<file path="src/rtl/ghost_sprite_renderer_if.sv">
// Beam, sprite-RAM and pixel signals between the ghost renderer and its surroundings.
// Free-running stream: there is no valid/ready; every clock is one pixel beat, and results appear exactly two clocks later.
interface ghost_sprite_renderer_if;
  logic        VS;
  logic [9:0]  DrawX;
  logic [9:0]  DrawY;
  logic [9:0]  ghost_x;
  logic [9:0]  ghost_y;
  logic        fright_start;
  logic        ghost_eaten;
  logic [9:0]  read_address;
  logic [23:0] ram_data;
  logic        pixel_on;
  logic [23:0] pixel_rgb;
  logic        frightened;
  logic [1:0]  dbg_state;
  logic [8:0]  dbg_frame_cnt;
  logic        dbg_flash_phase;

  modport master (
    output VS, DrawX, DrawY, ghost_x, ghost_y, fright_start, ghost_eaten, ram_data,
    input  read_address, pixel_on, pixel_rgb, frightened,
    input  dbg_state, dbg_frame_cnt, dbg_flash_phase
  );

  modport slave (
    input  VS, DrawX, DrawY, ghost_x, ghost_y, fright_start, ghost_eaten, ram_data,
    output read_address, pixel_on, pixel_rgb, frightened,
    output dbg_state, dbg_frame_cnt, dbg_flash_phase
  );
endinterface

</file>
<file path="src/rtl/ghost_sprite_renderer.sv">
// Ghost sprite renderer: beam hit test, sprite RAM addressing, 2-stage colour pipeline
// and the NORMAL/FRIGHT/FLASH colour state machine.
module ghost_sprite_renderer #(
  parameter int          SPR_W         = 26,
  parameter int          SPR_H         = 26,
  parameter logic [23:0] TRANSPARENT   = 24'h000000,
  parameter int          FRIGHT_FRAMES = 360,
  parameter int          FLASH_FRAMES  = 120,
  parameter int          FLASH_HALF    = 8
) (
  input logic Clk,
  input logic Reset_n,
  ghost_sprite_renderer_if.slave bus
);
  localparam logic [1:0]  ST_NORMAL   = 2'd0;
  localparam logic [1:0]  ST_FRIGHT   = 2'd1;
  localparam logic [1:0]  ST_FLASH    = 2'd2;
  localparam logic [8:0]  FRIGHT_LAST = 9'(FRIGHT_FRAMES - 1);
  localparam logic [8:0]  FLASH_LAST  = 9'(FLASH_FRAMES - 1);
  localparam logic [8:0]  HALF_LAST   = 9'(FLASH_HALF - 1);
  localparam logic [10:0] W11         = 11'(SPR_W);
  localparam logic [10:0] H11         = 11'(SPR_H);
  localparam logic [9:0]  W10         = 10'(SPR_W);
  localparam logic [23:0] WHITE       = 24'hFFFFFF;

  logic [9:0]  pos_x, pos_y;
  logic        vs_d, frame_tick;
  logic        hit, hit_d1;
  logic [9:0]  dx, dy;
  logic [1:0]  state, state_n;
  logic [8:0]  frame_cnt, cnt_n;
  logic [8:0]  half_cnt, half_n;
  logic        flash_phase, phase_n;
  logic        frightened;
  logic        pixel_on;
  logic [23:0] pixel_rgb;
  logic [23:0] recol;
  logic        visible;

  assign frame_tick = vs_d & ~bus.VS;

  // Bounds use 11 bits so a ghost parked near column 1023 cannot wrap onto column 0.
  assign hit = ({1'b0, bus.DrawX} >= {1'b0, pos_x}) && ({1'b0, bus.DrawX} < ({1'b0, pos_x} + W11)) &&
               ({1'b0, bus.DrawY} >= {1'b0, pos_y}) && ({1'b0, bus.DrawY} < ({1'b0, pos_y} + H11));
  assign dx  = bus.DrawX - pos_x;
  assign dy  = bus.DrawY - pos_y;
  assign bus.read_address = hit ? (dy * W10 + dx) : 10'd0;

  always_ff @(posedge Clk or negedge Reset_n) begin
    if (!Reset_n) begin
      pos_x  <= '0;
      pos_y  <= '0;
      vs_d   <= 1'b1;
      hit_d1 <= 1'b0;
    end else begin
      vs_d   <= bus.VS;
      hit_d1 <= hit;
      if (frame_tick) begin
        pos_x <= bus.ghost_x;
        pos_y <= bus.ghost_y;
      end
    end
  end

  // ghost_eaten outranks fright_start; either one discards any pending frame tick.
  always_comb begin
    state_n = state;
    cnt_n   = frame_cnt;
    half_n  = half_cnt;
    phase_n = flash_phase;
    if (bus.ghost_eaten) begin
      state_n = ST_NORMAL;
      cnt_n   = '0;
      half_n  = '0;
      phase_n = 1'b0;
    end else if (bus.fright_start) begin
      state_n = ST_FRIGHT;
      cnt_n   = '0;
      half_n  = '0;
      phase_n = 1'b0;
    end else if (frame_tick) begin
      case (state)
        ST_FRIGHT: begin
          if (frame_cnt == FRIGHT_LAST) begin
            state_n = ST_FLASH;
            cnt_n   = '0;
            half_n  = '0;
            phase_n = 1'b0;
          end else begin
            cnt_n = frame_cnt + 9'd1;
          end
        end
        ST_FLASH: begin
          if (frame_cnt == FLASH_LAST) begin
            state_n = ST_NORMAL;
            cnt_n   = '0;
            half_n  = '0;
            phase_n = 1'b0;
          end else begin
            cnt_n = frame_cnt + 9'd1;
            if (half_cnt == HALF_LAST) begin
              half_n  = '0;
              phase_n = ~flash_phase;
            end else begin
              half_n = half_cnt + 9'd1;
            end
          end
        end
        default: ;
      endcase
    end
  end

  always_ff @(posedge Clk or negedge Reset_n) begin
    if (!Reset_n) begin
      state       <= ST_NORMAL;
      frame_cnt   <= '0;
      half_cnt    <= '0;
      flash_phase <= 1'b0;
      frightened  <= 1'b0;
    end else begin
      state       <= state_n;
      frame_cnt   <= cnt_n;
      half_cnt    <= half_n;
      flash_phase <= phase_n;
      frightened  <= (state_n != ST_NORMAL);
    end
  end

  always_comb begin
    case (state)
      ST_FRIGHT: recol = (bus.ram_data == WHITE) ? 24'hFFB8AE : 24'h2121DE;
      ST_FLASH: begin
        if (flash_phase) recol = (bus.ram_data == WHITE) ? 24'hFF0000 : 24'hFFFFFF;
        else             recol = (bus.ram_data == WHITE) ? 24'hFFB8AE : 24'h2121DE;
      end
      default:   recol = bus.ram_data;
    endcase
  end

  assign visible = hit_d1 && (bus.ram_data != TRANSPARENT);

  always_ff @(posedge Clk or negedge Reset_n) begin
    if (!Reset_n) begin
      pixel_on  <= 1'b0;
      pixel_rgb <= '0;
    end else begin
      pixel_on  <= visible;
      pixel_rgb <= visible ? recol : 24'h000000;
    end
  end

  assign bus.pixel_on        = pixel_on;
  assign bus.pixel_rgb       = pixel_rgb;
  assign bus.frightened      = frightened;
  assign bus.dbg_state       = state;
  assign bus.dbg_frame_cnt   = frame_cnt;
  assign bus.dbg_flash_phase = flash_phase;
endmodule

</file>
<file path="src/flat_wrapper.sv">
// flat-port wrapper written by rule: the top's interface ports become plain ports
module ghost_sprite_renderer_flat 
#(
  parameter int          SPR_W         = 26,
  parameter int          SPR_H         = 26,
  parameter logic [23:0] TRANSPARENT   = 24'h000000,
  parameter int          FRIGHT_FRAMES = 360,
  parameter int          FLASH_FRAMES  = 120,
  parameter int          FLASH_HALF    = 8
)
  (Clk, Reset_n, bus_VS, bus_DrawX, bus_DrawY, bus_ghost_x, bus_ghost_y, bus_fright_start, bus_ghost_eaten, bus_ram_data, bus_read_address, bus_pixel_on, bus_pixel_rgb, bus_frightened, bus_dbg_state, bus_dbg_frame_cnt, bus_dbg_flash_phase);
  ghost_sprite_renderer_if bus_i ();
  input logic Clk;
  input logic Reset_n;
  input wire logic [$bits(bus_i.VS)-1:0] bus_VS;
  input wire logic [$bits(bus_i.DrawX)-1:0] bus_DrawX;
  input wire logic [$bits(bus_i.DrawY)-1:0] bus_DrawY;
  input wire logic [$bits(bus_i.ghost_x)-1:0] bus_ghost_x;
  input wire logic [$bits(bus_i.ghost_y)-1:0] bus_ghost_y;
  input wire logic [$bits(bus_i.fright_start)-1:0] bus_fright_start;
  input wire logic [$bits(bus_i.ghost_eaten)-1:0] bus_ghost_eaten;
  input wire logic [$bits(bus_i.ram_data)-1:0] bus_ram_data;
  output wire logic [$bits(bus_i.read_address)-1:0] bus_read_address;
  output wire logic [$bits(bus_i.pixel_on)-1:0] bus_pixel_on;
  output wire logic [$bits(bus_i.pixel_rgb)-1:0] bus_pixel_rgb;
  output wire logic [$bits(bus_i.frightened)-1:0] bus_frightened;
  output wire logic [$bits(bus_i.dbg_state)-1:0] bus_dbg_state;
  output wire logic [$bits(bus_i.dbg_frame_cnt)-1:0] bus_dbg_frame_cnt;
  output wire logic [$bits(bus_i.dbg_flash_phase)-1:0] bus_dbg_flash_phase;
  assign bus_i.VS = bus_VS;
  assign bus_i.DrawX = bus_DrawX;
  assign bus_i.DrawY = bus_DrawY;
  assign bus_i.ghost_x = bus_ghost_x;
  assign bus_i.ghost_y = bus_ghost_y;
  assign bus_i.fright_start = bus_fright_start;
  assign bus_i.ghost_eaten = bus_ghost_eaten;
  assign bus_i.ram_data = bus_ram_data;
  assign bus_read_address = bus_i.read_address;
  assign bus_pixel_on = bus_i.pixel_on;
  assign bus_pixel_rgb = bus_i.pixel_rgb;
  assign bus_frightened = bus_i.frightened;
  assign bus_dbg_state = bus_i.dbg_state;
  assign bus_dbg_frame_cnt = bus_i.dbg_frame_cnt;
  assign bus_dbg_flash_phase = bus_i.dbg_flash_phase;
  ghost_sprite_renderer #(.SPR_W(SPR_W), .SPR_H(SPR_H), .TRANSPARENT(TRANSPARENT), .FRIGHT_FRAMES(FRIGHT_FRAMES), .FLASH_FRAMES(FLASH_FRAMES), .FLASH_HALF(FLASH_HALF)) u_core (.Clk(Clk), .Reset_n(Reset_n), .bus(bus_i));
endmodule
</file>
<file path="config.mk">
export PLATFORM = sky130hd
export DESIGN_NAME = ghost_sprite_renderer_flat
export DESIGN_NICKNAME = d
export VERILOG_FILES = /design/src/rtl/ghost_sprite_renderer_if.sv /design/src/rtl/ghost_sprite_renderer.sv /design/src/flat_wrapper.sv
export SDC_FILE = /design/constraint.sdc
export NUM_CORES = 1
export LEC_CHECK = 0
export BUFFER_PORTS_ARGS = -buffer_cell sky130_fd_sc_hd__buf_2
export CORE_MARGIN = 2
export CORE_UTILIZATION = 43
export DETAILED_ROUTE_END_ITERATION = 10
export PLACE_DENSITY = 0.68
export SYNTH_ARGS = -nofsm -noshare
export SYNTH_HDL_FRONTEND = slang
export SYNTH_SLANG_ARGS = --single-unit
</file>
<file path="constraint.sdc">
create_clock -name Clk -period 6.4 [get_ports Clk]
set_input_delay 1.28 -clock Clk [delete_from_list [all_inputs] [get_ports Clk]]
set_output_delay 1.28 -clock Clk [all_outputs]
set_load 0.02 [all_outputs]
</file>
**Word level (Yosys, flattened, before mapping)**

Cells that the tools add are included.

- Add/subtract/negate cells: 7
- Multiply operators: 1
- Order comparisons: 4
- Equality and inequality tests: 8
- Mux-type cells: 32
- Bitwise operators: 3
- Reductions and logical operators: 11

Operators by type and width:

| operator | number |
|---|---|
| 9-bit two-way mux | 11 |
| 24-bit two-way mux | 3 |
| 24-bit case mux with 2 select lines | 1 |
| 9-bit case mux with 2 select lines | 2 |
| 24-bit == test, second input constant | 1 |
| 24-bit nonzero test | 1 |
| 10-bit by 5-bit adder with 11-bit output, second input constant | 2 |
| 10-bit by 11-bit less-than comparator with 1-bit output | 2 |
| 10-bit >= comparator | 2 |
| 10-bit subtractor | 2 |
| 9-bit by 1-bit adder with 9-bit output, second input constant | 2 |
| 16-bit two-way mux | 1 |
| 10-bit adder | 1 |
| 10-bit by 4-bit multiplier with 9-bit output, second input constant | 1 |
| 10-bit two-way mux | 1 |
| 2-bit two-way mux | 5 |
| 9-bit by 3-bit == test with 1-bit output, second input constant | 1 |
| 9-bit by 7-bit == test with 1-bit output, second input constant | 1 |
| 9-bit == test, second input constant | 1 |
| 1-bit two-way mux | 6 |
| 5-bit by 3-bit != test with 1-bit output, second input constant | 1 |
| 1-bit logical AND | 4 |
| 4-bit by 3-bit != test with 1-bit output, second input constant | 1 |
| 2-bit case mux with 2 select lines | 1 |
| 11 further kinds | 12 |

- Register bits: 69
- Input port bits: 69
- Logic and storage cells: 77

**Longest topological paths before layout**

Gate-level depths: netlist of the first run.

- Word-level depth: 7
- Mapped depth: 22

**Least setup slack after synthesis of the first run**

OpenSTA, ideal clock, no wires.

- Path type: in2out
- From: in bus_DrawY[0]
- To: out bus_read_address[9]
- Arrival: 5796 ps
- Required time: 5120 ps
- Path slack: -676 ps
- Stages on the path: 22
- Path buffers: 0
- Cell sequence: inv_1 ha_1 inv_1 fa_1 a21o_1 a21oi_2 xnor2_1 ha_1 inv_1 fa_1 inv_1 ha_1 a21oi_1 xnor2_1 fa_1 xnor2_1 xnor2_1 xnor2_1 xnor3_1 xnor3_1 xor2_1 nor2_1

- Longest elaborated chain between the ends: 4

RTL lines:

| item | RTL line | RTL |
|---|---|---|
| start: declaration | flat_wrapper.sv:17 | `input wire logic [$bits(bus_i.DrawY)-1:0] bus_DrawY;` |
| 10-bit subtractor or 10-bit >= comparator (tied branches) | ghost_sprite_renderer.sv:46, ghost_sprite_renderer.sv:44 |  |
| 10-bit by 4-bit multiplier with 9-bit output or 1-bit logical AND (tied branches) | ghost_sprite_renderer.sv:47, ghost_sprite_renderer.sv:43 |  |
| 10-bit adder or 1-bit logical AND (tied branches) | ghost_sprite_renderer.sv:47, ghost_sprite_renderer.sv:44 |  |
| 10-bit two-way mux * | ghost_sprite_renderer.sv:47 | `assign bus.read_address = hit ? (dy * W10 + dx) : 10'd0;` |
| end: declaration | flat_wrapper.sv:23 | `output wire logic [$bits(bus_i.read_address)-1:0] bus_read_address;` |

Every way passes the cells marked *; elsewhere a longest branch is shown, timed or not.

**Worst setup path after layout of the first run**

Ends and elaborated chain as after synthesis.

==> summary.md, run 1 <==
| Metric | Value |
|---|---|
| Average wire per standard cell | `between 10 and 15 um` |
| Syn Area/Cell | `9.017 sq um` |
| Fin. max-slew vios | `0` |
| Vias | `4744` |
| Worst-Margin Slew | `roughly 0.88 ns` |
| Residual overflow from global routing | `0` |
| Sink Count | `69` |
| DRC | `0` |
| CP arrival | `5.60 ns` |
| First-pass DRT Iterations | `4` |
| Layout net count | `901` |
| Setup slack after layout | `-0.4819 ns` |
| P per Cell Area | `545.0 mW/mm^2` |
| Synth Flop Type | `dfrtp_1` |
| Largest net degree at the start of global routing | `70` |
| ANT cells | `0` |
| Final setup violation count | `3` |
| Die X | `115.6 um` |
| Final hold slack | `0.5152 ns` |
| Net Count, Synth | `745` |
| Critical path type | `in -> out` |
| Hold buffer count at CTS | `0` |
| Post-Syn Area | `0.005356 sq mm` |
| LEAKAGE | `3.495 nW` |
| Gr usage total | `20.41%` |
| Clock tree buffer depth | `2` |
| RSZ-0062 raised after global routing | `yes` |
| Row cnt | `40` |
| Status | `finished with violations` |
| Clock skew | `around 0.0055 ns` |
| DIE AREA | `about 0.013 sq mm` |
| CTS tree | `done` |
| Critical Path Source Type | `input pin` |
| Crit-path max FO | `3` |
| Hold Crit Class | `reg -> reg` |
| Failing checks | `setup timing` |
| First DRT Iteration DRCs | `302` |
| Sum of negative setup slack | `-1.102 ns` |
| ANT nets after route | `0` |
| Number of synthesized flops with an enable pin | `0` |
| Total core area | `~0.012 sq mm` |
| Vias in the first global route | `4611` |
| Antenna violations before repair | `0` |
| Fin crit share | `107.5%` |
| Worst path required time | `5.12 ns` |
| Synth unique cells | `54` |
| Fmax | `145.3 MHz` |
| TritonCTS buffer count | `9` |
| Num ports | `117` |
| Async SR Flop Fraction | `between 90% and 100%` |
| Initial core utilization | `44.41%` |
| Area delta synth->final | `30.30%` |
| Ys Warns | `0` |
| Clock Tree Root | `clkbuf_16` |
| Rel. slew slack | `approximately 41%` |
| H-tree levels | `3` |
| Most frequent CP cell | `fa_2` |
| Critical-path cell list | `buf_6, inv_4, ha_4, inv_2, fa_2, buf_4, xor2_1, ha_1, fa_1, fa_2, a21o_1, a21oi_4, xnor2_2, fa_2, xnor2_2, xnor2_1, xnor2_1, xnor3_1, xnor3_1, xor2_1, nor2_2, buf_6` |
| Max cap viols | `0` |
| CP max stage cell | `fa_1` |
| Clk_lat worst skew | `0.33 ns` |
| CP Capture Type | `output pin` |
| Sequential share of the synthesized area | `32.26%` |
| First-pass GRT wire length | `21710 um` |
| Fin. Hold Viols | `0` |
| Final wirelength | `13650 um` |
| Tmin final | `between 6 and 7 ns` |
| Clock transition at the registers of the reported paths | `0.06 ns` |
| HPWL after DPL | `10430 um` |
| Critical path's largest stage delay | `0.50 ns` |
| Synth Register Bits | `69` |
| Cell count after synthesis | `594` |
| Die height | `115.6 um` |
| R2r setup slk | `3.72 ns` |
| Ratio of cells with drive above 1 in the final layout | `29.14%` |
| Via density | `roughly 5` |
| Worst VDD drop | `0.0005076 V` |
| Final Wtd Congestion | `0.8431` |
| Port Buf Inserts | `116` |
## registers in the layout, indices dropped and copies added, names as in the netlist
signal	flops
u_core.half_cnt	9
u_core.bus.pixel_rgb	24
u_core.pos_x	10
u_core.bus.dbg_frame_cnt	9
u_core.hit_d1	1
u_core.bus.pixel_on	1
u_core.bus.dbg_state	2
u_core.bus.frightened	1
u_core.vs_d	1
u_core.bus.dbg_flash_phase	1
u_core.pos_y	10
## routing by layer
layer / global-route usage (%) / vias to the layer above / share of wire, %
met5: 0 / - / 0
met1: 27.20 / 2250 / 45
li1: - / 2372 / -
met3: 4.132 / 14 / 3.8
met2: 34.00 / 108 / 49
met4: 5.635 / 0 / 1.3
## cell usage after synthesis (3+ instances only)
cell	count	area [sq um]
dfrtp_1	68	1702
ha_1	67	838.3
inv_1	67	251.5
o21ai_0	58	290.3
nand2_1	47	176.4
nor2_1	41	153.9
a21oi_1	40	200.2
xnor2_1	24	210.2
fa_1	15	300.3
nand2b_1	15	93.84
a21boi_0	11	82.58
nand4_1	11	68.82
clkbuf_1	10	37.54
xor2_1	10	87.58
a21o_1	9	67.56
and3_1	9	56.30
nand3_1	9	45.04
nor3_1	9	45.04
nor4_1	8	50.05
nor2b_1	7	43.79
o31ai_1	6	45.04
o21bai_1	5	37.54
o211ai_1	4	30.03
a211oi_1	3	22.52
and2_1	3	18.77
nand3b_1	3	22.52
## timing repair
action | 4_1_cts | 5_1_grt
pin swaps | 26 | 22
gates resized for setup | 28 | 15
hold endpoints to repair | 0 | 0
setup endpoints to repair | 3 | 4
buffers inserted | 3 | 3
## kinds of logic after synthesis
logic type | count (synthesis) | synth area share [%]
AOI/OAI and AO/OA | 153 | 17.92
xor gates and xnor gates | 36 | 6.400
adders and majority gates | 82 | 21.26
buffers and inverters | 80 | 5.653
DFF | 69 | 32.26
muxes | 4 | 0.7942
and+or+nand+nor | 170 | 15.72
## where the power goes
| group | total [mW] | switching [mW] | internal (mW) |
|---|---|---|---|
| sequential | 0.489 | 0.0206 | 0.468 |
| combinational | 2.86 | 1.31 | 1.55 |
| clock | 0.456 | 0.193 | 0.263 |
| total | 3.80 | 1.52 | 2.28 |
## placed cells by master (no fill, tap or decap), types with 5 or more instances in the layout
| cell type | Yosys | final |
|---|---|---|
| o21ai_0 | 58 | 56 |
| a21boi_0 | 11 | 11 |
| buf_2 | 2 | 112 |
| dfrtp_1 | 68 | 68 |
| o21bai_1 | 5 | 5 |
| nor3_1 | 9 | 9 |
| buf_4 | 0 | 40 |
| and3_1 | 9 | 9 |
| fa_1 | 15 | 12 |
| nor4_1 | 8 | 8 |
| clkbuf_16 | 0 | 9 |
| xor2_1 | 10 | 9 |
| nand4_1 | 11 | 11 |
| a21o_1 | 9 | 9 |
| ha_1 | 67 | 57 |
| inv_1 | 67 | 63 |
| nor2b_1 | 7 | 5 |
| ha_4 | 0 | 8 |
| nand2b_1 | 15 | 15 |
| nor2_1 | 41 | 39 |
| xnor2_1 | 24 | 19 |
| o31ai_1 | 6 | 6 |
| nand3_1 | 9 | 9 |
| a21oi_1 | 40 | 36 |
| nand2_1 | 47 | 47 |
| buf_6 | 0 | 5 |
| a21oi_4 | 1 | 5 |
## worst max-delay path: cells and delay by family
kind | cells | cell delay, ns
adder cells (fa/ha/maj) | 6 | 1.99
XOR/XNOR | 8 | 1.38
buffers and inverters | 5 | 0.44
AO/OA/AOI/OAI | 2 | 0.36
AND/OR/NAND/NOR | 1 | 0.12
## worst paths after layout
check                                          startpoint                                 to  depth (start not counted)
min                        u_core.half_cnt[0]$_DFFE_PN0P_     u_core.half_cnt[0]$_DFFE_PN0P_                          1
max in group asynchronous                         Reset_n        u_core.pos_y[1]$_DFFE_PN0P_                          2
min reg2reg                u_core.half_cnt[0]$_DFFE_PN0P_     u_core.half_cnt[0]$_DFFE_PN0P_                          1
max                                          bus_DrawY[0]                bus_read_address[9]                         22
min in group asynchronous                         Reset_n  u_core.bus.pixel_rgb[8]$_DFF_PN0_                          2
max reg2reg                   u_core.pos_x[1]$_DFFE_PN0P_            u_core.hit_d1$_DFF_PN0_                         12
## cell type report
type / instances / area, sq um
Clock buffer: 9 / 225.2
Clock inverter: 7 / 48.80
Tap cell: 168 / 210.2
Timing Repair Buffer: 158 / 937.1
Multi-Input combinational cell: 445 / 3576
Fill cell: 1066 / 5082
Sequential cell: 69 / 1728
Inverter: 67 / 254.0
## metrics by stage
| step | power, mW | utilization (%) | instance area [sq um] | cells | setup slack, ns |
|---|---|---|---|---|---|
| floorplan | 1.899 | - | 5398 | 594 | -0.2517 |
| global placement | 2.451 | 53.14 | 6410 | 901 | -0.4477 |
| detailed placement | 2.515 | 53.14 | 6410 | 901 | -0.5756 |
| CTS | 3.374 | 56.70 | 6839 | 920 | -0.5798 |
| global route | 4.066 | 57.86 | 6979 | 923 | -0.6546 |
| finish | 3.804 | 57.86 | 6979 | 923 | -0.4819 |
No activity file was read; power rests on OpenSTA's default activity.
==> inputs of run 2 (changes only) <==
CORE_ASPECT_RATIO = 2   (was default)
PLACE_DENSITY = 0.79   (was 0.68)
==> run 2 against run 1 <==
The run still ends with setup timing left. Clock power increased by 18%. Sequential cell count stayed put. Global-route usage grew 0.36 points. Cell count down 2.6%. Die area rose by 0.40%. Utilization is 0.21 points lower. First-iteration DRC count is 60% lower. Final area grew 0.16%. Count of clock-buffer cells in the layout stayed put. Register-to-register slack better by 0.02 ns. Clock skew rose by 0.0022 ns. Maximum frequency up 0.34%. Largest power group unchanged.
==> summary.md, run 2 (synthesis results as in run 1) <==
| Metric | Value |
|---|---|
| Worst VDD drop | `0.001164 V (was 0.0005076 V)` |
| Ratio of cells with drive above 1 in the final layout | `29.26% (was 29.14%)` |
| Tmin final | `6.859 ns (was 6.882 ns)` |
| Clk_lat worst skew | `0.32 ns (was 0.33 ns)` |
| Clock skew | `0.007644 ns (was 0.005481 ns)` |
| DIE AREA | `0.01342 sq mm (was 0.01337 sq mm)` |
| H-tree levels | `3 (unchanged)` |
| Multi-input logic area | `0.003582 sq mm (was 0.003576 sq mm)` |
| Worst-Margin Slew | `0.8805 ns (was 0.8837 ns)` |
| ANT cells | `0 (unchanged)` |
| Commonest non-fill, non-tap cell in the layout | `buf_2 (unchanged)` |
| RSZ-0062 raised after global routing | `yes (unchanged)` |
| Placed instance area | `0.006391 sq mm (was 0.006410 sq mm)` |
| Fmax | `145.8 MHz (was 145.3 MHz)` |
| Row cnt | `57 (was 40)` |
| Sink Count | `69 (unchanged)` |
| GRT met2 Usage | `42.30% (was 34.00%)` |
| Critical-path cell list | `buf_6, inv_4, ha_4, inv_2, fa_2, buf_4, xor2_2, ha_4, fa_2, fa_2, a21o_1, a21oi_4, xnor2_2, fa_2, xnor2_2, xnor2_1, xnor2_1, xnor3_1, xnor3_1, xor2_1, nor2_2, buf_6 (was buf_6, inv_4, ha_4, inv_2, fa_2, buf_4, xor2_1, ha_1, fa_1, fa_2, a21o_1, a21oi_4, xnor2_2, fa_2, xnor2_2, xnor2_1, xnor2_1, xnor3_1, xnor3_1, xor2_1, nor2_2, buf_6)` |
| Area delta synth->final | `30.51% (was 30.30%)` |
| Sum of negative setup slack | `-0.9082 ns (was -1.102 ns)` |
| First-pass GRT wire length | `22590 um (was 21710 um)` |
| Cell family with most CP delay | `adder cells (unchanged)` |
| CP max stage cell | `fa_2 (was fa_1)` |
| Rel. slew slack | `41.30% (was 41.08%)` |
| Final wirelength | `13900 um (was 13650 um)` |
| CTS tree | `done (unchanged)` |
| First DRT Iteration DRCs | `120 (was 302)` |
| ANT nets after route | `0 (unchanged)` |
| Critical path's largest stage delay | `0.51 ns (was 0.50 ns)` |
| Failing checks | `setup timing (unchanged)` |
| P per Cell Area | `555.1 mW/mm^2 (was 545.0 mW/mm^2)` |
| CP Capture Type | `output pin (unchanged)` |
| Worst path required time | `5.12 ns (about the same)` |
| Final Wtd Congestion | `0.8227 (was 0.8431)` |
| RR Startpoint | `u_core.pos_x[1]$_DFFE_PN0P_ (unchanged)` |
| Most frequent cells in the layout | `112 x buf_2, 68 x dfrtp_1, 62 x inv_1 (was 112 x buf_2, 68 x dfrtp_1, 63 x inv_1)` |
| M1 GR Usage | `20.20% (was 27.20%)` |
| Die height | `161.8 um (was 115.6 um)` |
| Residual overflow from global routing | `0 (unchanged)` |
| Vias in the first global route | `4979 (was 4611)` |
| Setup slack after layout | `-0.4588 ns (was -0.4819 ns)` |
| R2r setup slk | `3.74 ns (was 3.72 ns)` |
| Clock tree buffer depth | `2 (unchanged)` |
| Largest net degree at the start of global routing | `70 (unchanged)` |
| WP depth | `22 (unchanged)` |
| Initial core utilization | `44.18% (was 44.41%)` |
| Critical path type | `in -> out (unchanged)` |
| GR peak layer | `met2 (unchanged)` |
| Worst Setup SP | `bus_DrawY[0] (unchanged)` |
| Storage element area | `0.001728 sq mm (unchanged)` |
| HPWL after DPL | `10960 um (was 10430 um)` |
| Final instance area | `0.006990 sq mm (was 0.006979 sq mm)` |
| Vias | `4805 (was 4744)` |
| Utilization after layout | `57.66% (was 57.86%)` |
| TritonCTS buffer count | `9 (unchanged)` |
| Critical Path Source Type | `input pin (unchanged)` |
| CP arrival | `5.58 ns (was 5.60 ns)` |
| Largest regs | `u_core.bus.pixel_rgb (24), u_core.pos_x (10), u_core.pos_y (10) (unchanged)` |
| Top reg by flops | `u_core.bus.pixel_rgb (unchanged)` |
| Num ports | `117 (unchanged)` |
| Status | `finished with violations (unchanged)` |
| Total core area | `0.01212 sq mm (was 0.01206 sq mm)` |
| Clock transition at the registers of the reported paths | `0.06 ns (about the same)` |
| Critical Path End | `bus_read_address[9] (unchanged)` |
| Clock Tree Root | `clkbuf_16 (unchanged)` |
| DRC | `0 (unchanged)` |
| R2R depth | `12 (unchanged)` |
| Antenna violations before repair | `0 (unchanged)` |
| Port Buf Inserts | `116 (unchanged)` |
| Gr usage total | `20.78% (was 20.41%)` |
| Met3 usage | `2.642% (was 4.132%)` |
| Most frequent CP cell | `fa_2 (unchanged)` |
| Hold Crit Class | `reg -> reg (unchanged)` |
| Crit-path max FO | `3 (unchanged)` |
| Die X | `82.92 um (was 115.6 um)` |
| Bufs and invs on worst path | `5 (unchanged)` |
| Reg2Reg Capture Point | `u_core.hit_d1$_DFF_PN0_ (unchanged)` |
| Layout net count | `898 (was 901)` |
| Layout fillers | `1082 (was 1066)` |
| Average wire per standard cell | `15.46 um (was 14.79 um)` |
| First-pass DRT Iterations | `4 (unchanged)` |
| Final setup violation count | `3 (unchanged)` |
| Max cap viols | `0 (unchanged)` |
| Fin. Hold Viols | `0 (unchanged)` |
| LEAKAGE | `3.502 nW (was 3.495 nW)` |
| Max reg flops | `24 (unchanged)` |
| Fin crit share | `107.2% (was 107.5%)` |
| Via density | `5.345 (was 5.140)` |
| Fin. max-slew vios | `0 (unchanged)` |
## run 2: cell types whose count changed in the layout (fill, tap and decap cells not counted), moves of 2 or more
cell,before,now
buf_4,40,37
bufinv_16,0,2
clkinv_2,3,0
inv_6,2,4
## run 2: worst min path at each step
stage	startpoint	end	slack, ns	cells past startpoint
after floorplan	u_core.half_cnt[0]$_DFFE_PN0P_	u_core.half_cnt[0]$_DFFE_PN0P_	0.48	1
after CTS	u_core.pos_x[0]$_DFFE_PN0P_	u_core.pos_x[0]$_DFFE_PN0P_	0.52	1
after detailed placement	u_core.pos_x[0]$_DFFE_PN0P_	u_core.pos_x[0]$_DFFE_PN0P_	0.50	1
final	u_core.pos_x[0]$_DFFE_PN0P_	u_core.pos_x[0]$_DFFE_PN0P_	0.52	1
after global routing	u_core.pos_x[0]$_DFFE_PN0P_	u_core.pos_x[0]$_DFFE_PN0P_	0.53	1
after global placement	u_core.half_cnt[1]$_DFFE_PN0P_	u_core.half_cnt[1]$_DFFE_PN0P_	0.49	1
## run 2: per-stage QoR
step | power [mW] | hold WS [ns] | setup WS, ns | std cells
after detailed placement | 2.596 | 0.5041 | -0.5940 | 881
final | 3.880 | 0.5155 | -0.4588 | 899
after global placement | 2.521 | 0.4943 | -0.4468 | 881
after floorplan | 1.899 | 0.4809 | -0.2517 | 594
after CTS | 3.592 | 0.5181 | -0.5890 | 900
after global routing | 4.167 | 0.5297 | -0.6070 | 899
## run 2: cell type report
cell class                 count  area share, %
multi-input combinational    445          51.24
sequential                    69          24.72
timing repair buffer         155          13.08
inverter                      67          3.633
clock buffer                   9          3.222
tap                          147          2.631
clock inverter                 7          1.468
## run 2: per-layer routing
metal / vias up / part of all wire (%)
li1: 2360 / -
met1: 2311 / 36
met2: 106 / 59
met3: 28 / 2.1
met4: 0 / 3.1
met5: - / 0
## run 2: power by group
group	leakage (nW)	switching (mW)	internal, mW
Clock	0.157	0.192	0.346
Sequential	0.919	0.0196	0.468
Combinational	2.43	1.33	1.52
Total	3.50	1.55	2.33
## run 2: timing repair
| item | CTS | global route |
|---|---|---|
| endpoints found under the setup margin | 4 | 4 |
| pin swaps | 25 | 26 |
| resized for setup | 26 | 22 |
| hold endpoints to repair | 0 | 0 |
| setup buffers | 3 | 0 |
| hold buffers | 0 | 0 |
